File: config.mk
export PLATFORM = sky130hd
export DESIGN_NAME = seq_op_unit_flat
export DESIGN_NICKNAME = d
export VERILOG_FILES = /design/src/rtl/seq_op_pkg.sv /design/src/rtl/seq_op_if.sv /design/src/rtl/seq_op_mul.sv /design/src/rtl/seq_op_unit.sv /design/src/flat_wrapper.sv
export SDC_FILE = /design/constraint.sdc
export NUM_CORES = 1
export LEC_CHECK = 0
export ABC_AREA = 1
export CORE_UTILIZATION = 50
export CTS_CLUSTER_SIZE = 30
export DETAILED_ROUTE_END_ITERATION = 6
export HOLD_SLACK_MARGIN = 0.05
export PLACE_DENSITY = 0.75
export SLEW_MARGIN = 15
export SYNTH_ARGS = -nofsm -noshare
export SYNTH_HDL_FRONTEND = slang
export SYNTH_SLANG_ARGS = --single-unit
File: constraint.sdc
create_clock -name clk -period 6.9 [get_ports clk]
set_input_delay 0.69 -clock clk [delete_from_list [all_inputs] [get_ports clk]]
set_output_delay 0.69 -clock clk [all_outputs]
set_load 0.1 [all_outputs]
File: src/rtl/seq_op_pkg.sv
// seq_op_pkg: opcode constants and FSM state encoding shared by the seq_op slice.
package seq_op_pkg;
  localparam logic [2:0] OP_AND  = 3'd0;
  localparam logic [2:0] OP_OR   = 3'd1;
  localparam logic [2:0] OP_XOR  = 3'd2;
  localparam logic [2:0] OP_ADD  = 3'd3;
  localparam logic [2:0] OP_SUB  = 3'd4;
  localparam logic [2:0] OP_MUL  = 3'd5;
  localparam logic [2:0] OP_RSV6 = 3'd6;
  localparam logic [2:0] OP_RSV7 = 3'd7;
  typedef enum logic [1:0] {IDLE, MUL, HOLD} state_e;
endpackage

File: src/rtl/seq_op_if.sv
// seq_op_if: operand/result valid-ready bus of the seq_op unit.
interface seq_op_if #(parameter int WIDTH = 8);
  logic             in_valid;
  logic             in_ready;
  logic [2:0]       op;
  logic [WIDTH-1:0] A;
  logic [WIDTH-1:0] B;
  logic             out_valid;
  logic             out_ready;
  logic [WIDTH-1:0] C;
  logic             ovf;
  logic             err;
  modport master (output in_valid, op, A, B, out_ready,
                  input  in_ready, out_valid, C, ovf, err);
  modport slave  (input  in_valid, op, A, B, out_ready,
                  output in_ready, out_valid, C, ovf, err);
endinterface

File: src/rtl/seq_op_mul.sv
// seq_op_mul: iterative shift-add unsigned multiplier, one partial product per cycle.
module seq_op_mul #(
  parameter  int WIDTH = 8,
  localparam int CNT_W = $clog2(WIDTH) + 1
) (
  input  logic               clk,
  input  logic               rst_n,
  input  logic               start,
  input  logic [WIDTH-1:0]   A,
  input  logic [WIDTH-1:0]   B,
  output logic               done,
  output logic [2*WIDTH-1:0] prod
);
  logic [2*WIDTH-1:0] mcand_q, prod_q;
  logic [WIDTH-1:0]   mplier_q;
  logic [CNT_W-1:0]   cnt_q;
  logic               busy_q;
  // prod already includes the current step so the parent can capture it on the done edge
  always_comb begin
    prod = prod_q + (mplier_q[0] ? mcand_q : '0);
    done = busy_q && cnt_q == CNT_W'(WIDTH - 1);
  end
  always_ff @(posedge clk or negedge rst_n) begin
    if (!rst_n) begin
      mcand_q  <= '0;
      prod_q   <= '0;
      mplier_q <= '0;
      cnt_q    <= '0;
      busy_q   <= 1'b0;
    end else if (start) begin
      mcand_q  <= {{WIDTH{1'b0}}, A};
      prod_q   <= '0;
      mplier_q <= B;
      cnt_q    <= '0;
      busy_q   <= 1'b1;
    end else if (busy_q) begin
      mcand_q  <= mcand_q << 1;
      prod_q   <= prod;
      mplier_q <= mplier_q >> 1;
      cnt_q    <= cnt_q + CNT_W'(1);
      busy_q   <= !done;
    end
  end
endmodule

File: src/rtl/seq_op_unit.sv
// seq_op_unit: registered WIDTH-bit ALU with valid/ready handshake and multi-cycle multiply.
module seq_op_unit
  import seq_op_pkg::*;
#(
  parameter int WIDTH = 8
) (
  input  logic         clk,
  input  logic         rst_n,
  seq_op_if.slave      bus
);
  state_e             state_q, state_d;
  logic [WIDTH-1:0]   c_q, c_d;
  logic               ovf_q, ovf_d, err_q, err_d;
  logic               accept, mul_start, mul_done;
  logic [2*WIDTH-1:0] mul_prod;
  logic [WIDTH:0]     sum, diff;
  assign bus.in_ready  = state_q == IDLE;
  assign bus.out_valid = state_q == HOLD;
  assign bus.C         = c_q;
  assign bus.ovf       = ovf_q;
  assign bus.err       = err_q;
  seq_op_mul #(.WIDTH(WIDTH)) u_mul (
    .clk  (clk),
    .rst_n(rst_n),
    .start(mul_start),
    .A    (bus.A),
    .B    (bus.B),
    .done (mul_done),
    .prod (mul_prod)
  );
  always_comb begin
    accept    = bus.in_valid && state_q == IDLE;
    mul_start = accept && bus.op == OP_MUL;
    sum       = {1'b0, bus.A} + {1'b0, bus.B};
    diff      = {1'b0, bus.A} - {1'b0, bus.B};
    state_d   = state_q;
    c_d       = c_q;
    ovf_d     = ovf_q;
    err_d     = err_q;
    if (accept) state_d = mul_start ? MUL : HOLD;
    if (state_q == MUL && mul_done) state_d = HOLD;
    if (state_q == HOLD && bus.out_ready) state_d = IDLE;
    if (accept && !mul_start) begin
      c_d   = bus.op == OP_AND ? bus.A & bus.B :
              bus.op == OP_OR  ? bus.A | bus.B :
              bus.op == OP_XOR ? bus.A ^ bus.B :
              bus.op == OP_ADD ? sum[WIDTH-1:0] :
              bus.op == OP_SUB ? diff[WIDTH-1:0] : '0;
      ovf_d = bus.op == OP_ADD ? sum[WIDTH] : bus.op == OP_SUB ? diff[WIDTH] : 1'b0;
      err_d = bus.op == OP_RSV6 || bus.op == OP_RSV7;
    end
    if (state_q == MUL && mul_done) begin
      c_d   = mul_prod[WIDTH-1:0];
      ovf_d = |mul_prod[2*WIDTH-1:WIDTH];
      err_d = 1'b0;
    end
  end
  always_ff @(posedge clk or negedge rst_n) begin
    if (!rst_n) begin
      state_q <= IDLE;
      c_q     <= '0;
      ovf_q   <= 1'b0;
      err_q   <= 1'b0;
    end else begin
      state_q <= state_d;
      c_q     <= c_d;
      ovf_q   <= ovf_d;
      err_q   <= err_d;
    end
  end
endmodule

File: src/flat_wrapper.sv
// flat-port wrapper written by rule: the top's interface ports become plain ports
module seq_op_unit_flat import seq_op_pkg::*;
#(
  parameter int WIDTH = 8
)
  (clk, rst_n, bus_in_valid, bus_op, bus_A, bus_B, bus_out_ready, bus_in_ready, bus_out_valid, bus_C, bus_ovf, bus_err);
  seq_op_if #(.WIDTH(WIDTH)) bus_i ();
  input  logic clk;
  input  logic rst_n;
  input wire logic [$bits(bus_i.in_valid)-1:0] bus_in_valid;
  input wire logic [$bits(bus_i.op)-1:0] bus_op;
  input wire logic [$bits(bus_i.A)-1:0] bus_A;
  input wire logic [$bits(bus_i.B)-1:0] bus_B;
  input wire logic [$bits(bus_i.out_ready)-1:0] bus_out_ready;
  output wire logic [$bits(bus_i.in_ready)-1:0] bus_in_ready;
  output wire logic [$bits(bus_i.out_valid)-1:0] bus_out_valid;
  output wire logic [$bits(bus_i.C)-1:0] bus_C;
  output wire logic [$bits(bus_i.ovf)-1:0] bus_ovf;
  output wire logic [$bits(bus_i.err)-1:0] bus_err;
  assign bus_i.in_valid = bus_in_valid;
  assign bus_i.op = bus_op;
  assign bus_i.A = bus_A;
  assign bus_i.B = bus_B;
  assign bus_i.out_ready = bus_out_ready;
  assign bus_in_ready = bus_i.in_ready;
  assign bus_out_valid = bus_i.out_valid;
  assign bus_C = bus_i.C;
  assign bus_ovf = bus_i.ovf;
  assign bus_err = bus_i.err;
  seq_op_unit #(.WIDTH(WIDTH)) u_core (.clk(clk), .rst_n(rst_n), .bus(bus_i));
endmodule
==> impl_metrics.csv <==
group,metric,value,unit
pwr,switching_share,0.260,
critical_path,crit_path_max_incr_delay,1150,ps
pwr,p_leak,2.77,nW
clocking,clock-sinks,57,
critical_path,reg2reg_setup_slack,4220,ps
placed_design,place_hpwl,8800,um
final_layout,layout-drive-gt1-share,0.0486,
synthesis,warnings_from_yosys,0,
sta,post-route-period-util,0.405,
clocking,clock_tree.buffer_depth,2,
synthesis,post_synthesis_cell_area,4390,sq um
pwr,intPower,541,uW
placed_design,port_buffers,34,
clocking,clk_root_buffer_cell,"sky130_fd_sc_hd__clkbuf_8",
critical_path,crit_path_cell_trace,"inv_1 > nor2_1 > clkdlybuf4s50_1",
final_layout,insertedDiodeCount,0,
synthesis,synth-seq-area-share,0.325,
pwr,power.ir.vdd_worst,80.9,uV
floorplanning,floorplan_die_area,9170,sq um
clocking,post_cts_hold_buffer_count,0,
global_route,initial_antenna_violation_count,0,
global_route,grt_first_pass_wirelength,19200,um
job,max_cap_violations,0,
clocking,tritoncts,"done",
final_layout,fillers,761,
routing,detailedRoute.firstPassIterationCount,5,
critical_path,worstPathArrival,2100,ps
routing,dr.max_layer_used,"met4",
routing,routed_wire_length,11700,um
sta,setup_repair_after_global_routing_missed_its_margin,"false",
floorplanning,i_o_pin_cnt,35,
synthesis,synthDistinctLibCells,35,
placed_design,place_congestion,0.972,
routing,drc,0,
clocking,clkLatencyLatePin,330,ps
clocking,post-cts-setup-buffer-count,0,
final_layout,layout-area-overhead-vs-synth,14.3,%
critical_path,criticalPathCategory,"flop to output pin",
routing,detail_route.wirelength.met1,5270,um
sta,worst_slew_pin_slew,997,ps
clocking,number_of_buffers_created_by_cts,9,
sta,final.min_clock_period,2790,ps
sta,clock_skew_after_layout,6.59,ps
routing,met2RoutedLength,5360,um
sta,timing.setup.tns,0,ps
critical_path,timing.critical_path.fanout_max,3,
sta,report.final.setup_viol,0,
sta,hold_violations,0,
pwr,power.clock.fraction,0.412,
routing,wl_met3,656,um
final_layout,finish.net_count,721,
worst_hold_path,min_path_type,"input port to async pin",
global_route,gr-total-overflow,0,
clocking,cts_max_level,3,
global_route,grt_max_degree,58,
floorplanning,fp.dieW,95.7,um
critical_path,setup.worst_path.start_class,"flop",
global_route,grt_pass1_vias,3988,
sta,timing.slew.headroom,0.330,
critical_path,setup.worst_path.end_class,"output pin",
floorplanning,floorplan.core_area,8340,sq um
routing,routed_via_density,5.56,
synthesis,synth_area_per_cell,7.11,sq um
sta,maxClockFrequency,358,MHz
floorplanning,die-height,95.7,um
critical_path,critical_path.slowest_cell,"sky130_fd_sc_hd__clkdlybuf4s50_1",
clocking,cts.reportedPaths.clkPinSlew,60,ps
clocking,post_cts_resized,0,
global_route,track_usage,0.280,
pwr,comb_power_share,0.130,
pwr,p_per_area,145,nW/um^2
synthesis,syn-instance-count,618,
routing,detail_route.iter0.violations,323,
run_status,outcome,"finished, final reports clean",
floorplanning,core.rowCount,33,
pwr,switchingPower,190,uW
pwr,post-layout-total-power,731,uW
critical_path,worst_ep_required,6210,ps
sta,report.final.slew_viol_count,0,
synthesis,synthesis_stage_register_bit_count,57,
floorplanning,initial_core_utilization,0.527,
synthesis,syn_nets,684,
routing,average_wire_per_standard_cell,15.3,um
pwr,power.sequential.fraction,0.457,
routing,drtAntennaViolNets,0,
final_layout,finished_core_util,0.602,
routing,dr_vias,4241,
cells in the mapped netlist:
| cell type | n | area share |
|---|---|---|
| sky130_fd_sc_hd__o22ai_1 | 11 | 0.016 |
| sky130_fd_sc_hd__a21o_1 | 2 | 0.0034 |
| sky130_fd_sc_hd__o21bai_1 | 3 | 0.0051 |
| sky130_fd_sc_hd__buf_2 | 4 | 0.0046 |
| sky130_fd_sc_hd__nor2_4 | 2 | 0.0051 |
| sky130_fd_sc_hd__ha_1 | 40 | 0.11 |
| sky130_fd_sc_hd__nand4_1 | 13 | 0.019 |
| sky130_fd_sc_hd__o21ai_0 | 23 | 0.026 |
| sky130_fd_sc_hd__xor2_1 | 8 | 0.016 |
| sky130_fd_sc_hd__nand3_2 | 1 | 0.0023 |
| sky130_fd_sc_hd__a32o_1 | 1 | 0.0023 |
| sky130_fd_sc_hd__or2_2 | 3 | 0.0043 |
| sky130_fd_sc_hd__a21oi_1 | 27 | 0.031 |
| sky130_fd_sc_hd__dfrtp_1 | 57 | 0.32 |
| sky130_fd_sc_hd__nor4_4 | 1 | 0.0048 |
| sky130_fd_sc_hd__o221ai_1 | 7 | 0.014 |
| sky130_fd_sc_hd__a22oi_1 | 3 | 0.0051 |
| sky130_fd_sc_hd__nor3_1 | 4 | 0.0046 |
| sky130_fd_sc_hd__fa_1 | 3 | 0.014 |
| sky130_fd_sc_hd__o211ai_1 | 6 | 0.010 |
| sky130_fd_sc_hd__a31oi_1 | 2 | 0.0028 |
| sky130_fd_sc_hd__inv_1 | 111 | 0.095 |
| sky130_fd_sc_hd__nand3b_1 | 1 | 0.0017 |
| sky130_fd_sc_hd__inv_2 | 6 | 0.0051 |
| sky130_fd_sc_hd__o2111a_1 | 1 | 0.0026 |
| sky130_fd_sc_hd__a22o_1 | 10 | 0.020 |
| sky130_fd_sc_hd__nor4_1 | 1 | 0.0014 |
| sky130_fd_sc_hd__xnor2_1 | 2 | 0.0040 |
| sky130_fd_sc_hd__clkbuf_1 | 7 | 0.0060 |
| sky130_fd_sc_hd__o21ai_1 | 5 | 0.0057 |
| sky130_fd_sc_hd__a211oi_1 | 4 | 0.0068 |
| sky130_fd_sc_hd__nand3_1 | 35 | 0.040 |
| sky130_fd_sc_hd__nand2_1 | 173 | 0.15 |
| sky130_fd_sc_hd__clkinv_4 | 1 | 0.0020 |
| sky130_fd_sc_hd__nor2_1 | 40 | 0.034 |
final timing paths:
path / endpoint / depth (start not counted) / start
setup / recovery: bus_out_valid / 3 / u_core.state_q[1]
hold / removal: u_core.bus.C[4] / 2 / rst_n
setup reg to reg: u_core.bus.ovf / 14 / u_core.u_mul.mplier_q[0]
hold reg to reg: u_core.u_mul.mcand_q[15] / 2 / u_core.u_mul.mcand_q[15]
max in group asynchronous: u_core.u_mul.busy_q / 2 / rst_n
min in group clk: u_core.u_mul.mcand_q[15] / 2 / u_core.u_mul.mcand_q[15]
kinds of logic (layout without fill, tap and decap cells):
family / count (synthesis) / count (layout) / synth area share
xor gates and xnor gates: 10 / 10 / 0.0199
and+or+nand+nor: 274 / 274 / 0.265
adders and majority gates: 43 / 43 / 0.128
AOI/OAI and AO/OA: 105 / 105 / 0.151
buffers and inverters: 129 / 169 / 0.113
DFF: 57 / 57 / 0.325
cell usage in the layout (no fill, tap or decap), types with 4 or more instances in the layout:
cell type | synthesis | final
sky130_fd_sc_hd__o22ai_1 | 11 | 11
sky130_fd_sc_hd__inv_2 | 6 | 6
sky130_fd_sc_hd__clkbuf_8 | 0 | 10
sky130_fd_sc_hd__o21ai_1 | 5 | 5
sky130_fd_sc_hd__a21oi_1 | 27 | 27
sky130_fd_sc_hd__inv_1 | 111 | 111
sky130_fd_sc_hd__o221ai_1 | 7 | 7
sky130_fd_sc_hd__nand4_1 | 13 | 13
sky130_fd_sc_hd__dfrtp_1 | 57 | 57
sky130_fd_sc_hd__a211oi_1 | 4 | 4
sky130_fd_sc_hd__ha_1 | 40 | 40
sky130_fd_sc_hd__nor2_1 | 40 | 39
sky130_fd_sc_hd__nor3_1 | 4 | 4
sky130_fd_sc_hd__nand3_1 | 35 | 35
sky130_fd_sc_hd__a22o_1 | 10 | 10
sky130_fd_sc_hd__o21ai_0 | 23 | 23
sky130_fd_sc_hd__clkdlybuf4s50_1 | 0 | 33
sky130_fd_sc_hd__nand2_1 | 173 | 173
sky130_fd_sc_hd__xor2_1 | 8 | 8
sky130_fd_sc_hd__o211ai_1 | 6 | 6
registers in the layout, indices dropped and copies added, names as in the netlist:
signal / flops
u_core.u_mul.mcand_q: 16
u_core.u_mul.prod_q: 16
u_core.bus.C: 8
u_core.u_mul.mplier_q: 8
u_core.u_mul.cnt_q: 4
u_core.state_q: 2
u_core.bus.err: 1
u_core.bus.ovf: 1
u_core.u_mul.busy_q: 1
area by class of cell:
class	instances	area, sq um	area share
Tap cell	105	131	0.0262
Multi-Input combinational cell	432	2470	0.493
Clock buffer	11	141	0.0282
Sequential cell	57	1430	0.284
Timing Repair Buffer	37	358	0.0713
Inverter	118	448	0.0892
Clock inverter	3	42.5	0.00847
critical path, delay by kind of cell, from the launching register on:
kind	cells	cell delay, ps
buffers and inverters	2	1230
flip-flops	1	410
AND/OR/NAND/NOR	1	130
per-stage QoR:
| step | hold WS (ps) | setup WS (ps) | instances | cell area [sq um] |
|---|---|---|---|---|
| floorplan | 394 | 3990 | 618 | 4390 |
| global placement | 471 | 3860 | 749 | 4840 |
| detailed placement | 476 | 3850 | 749 | 4840 |
| CTS | 493 | 4090 | 763 | 5020 |
| global route | 513 | 4010 | 763 | 5020 |
| finish | 481 | 4110 | 763 | 5020 |
layer usage:
metal  vias up  GRT usage
li1       2084          -
met1      1988      0.380
met2       137      0.442
met3        32     0.0403
met4         0      0.127
met5         -          0
power by group through the flow:
stage / sequential (mW) / combinational, mW / clock [mW]
detailed placement: 0.340 / 0.0931 / 0
finish: 0.334 / 0.0950 / 0.301
global placement: 0.340 / 0.0922 / 0
floorplan: 0.340 / 0.0531 / 0
CTS: 0.334 / 0.0937 / 0.308
global route: 0.334 / 0.106 / 0.320
(Power assumes the default switching activity.)
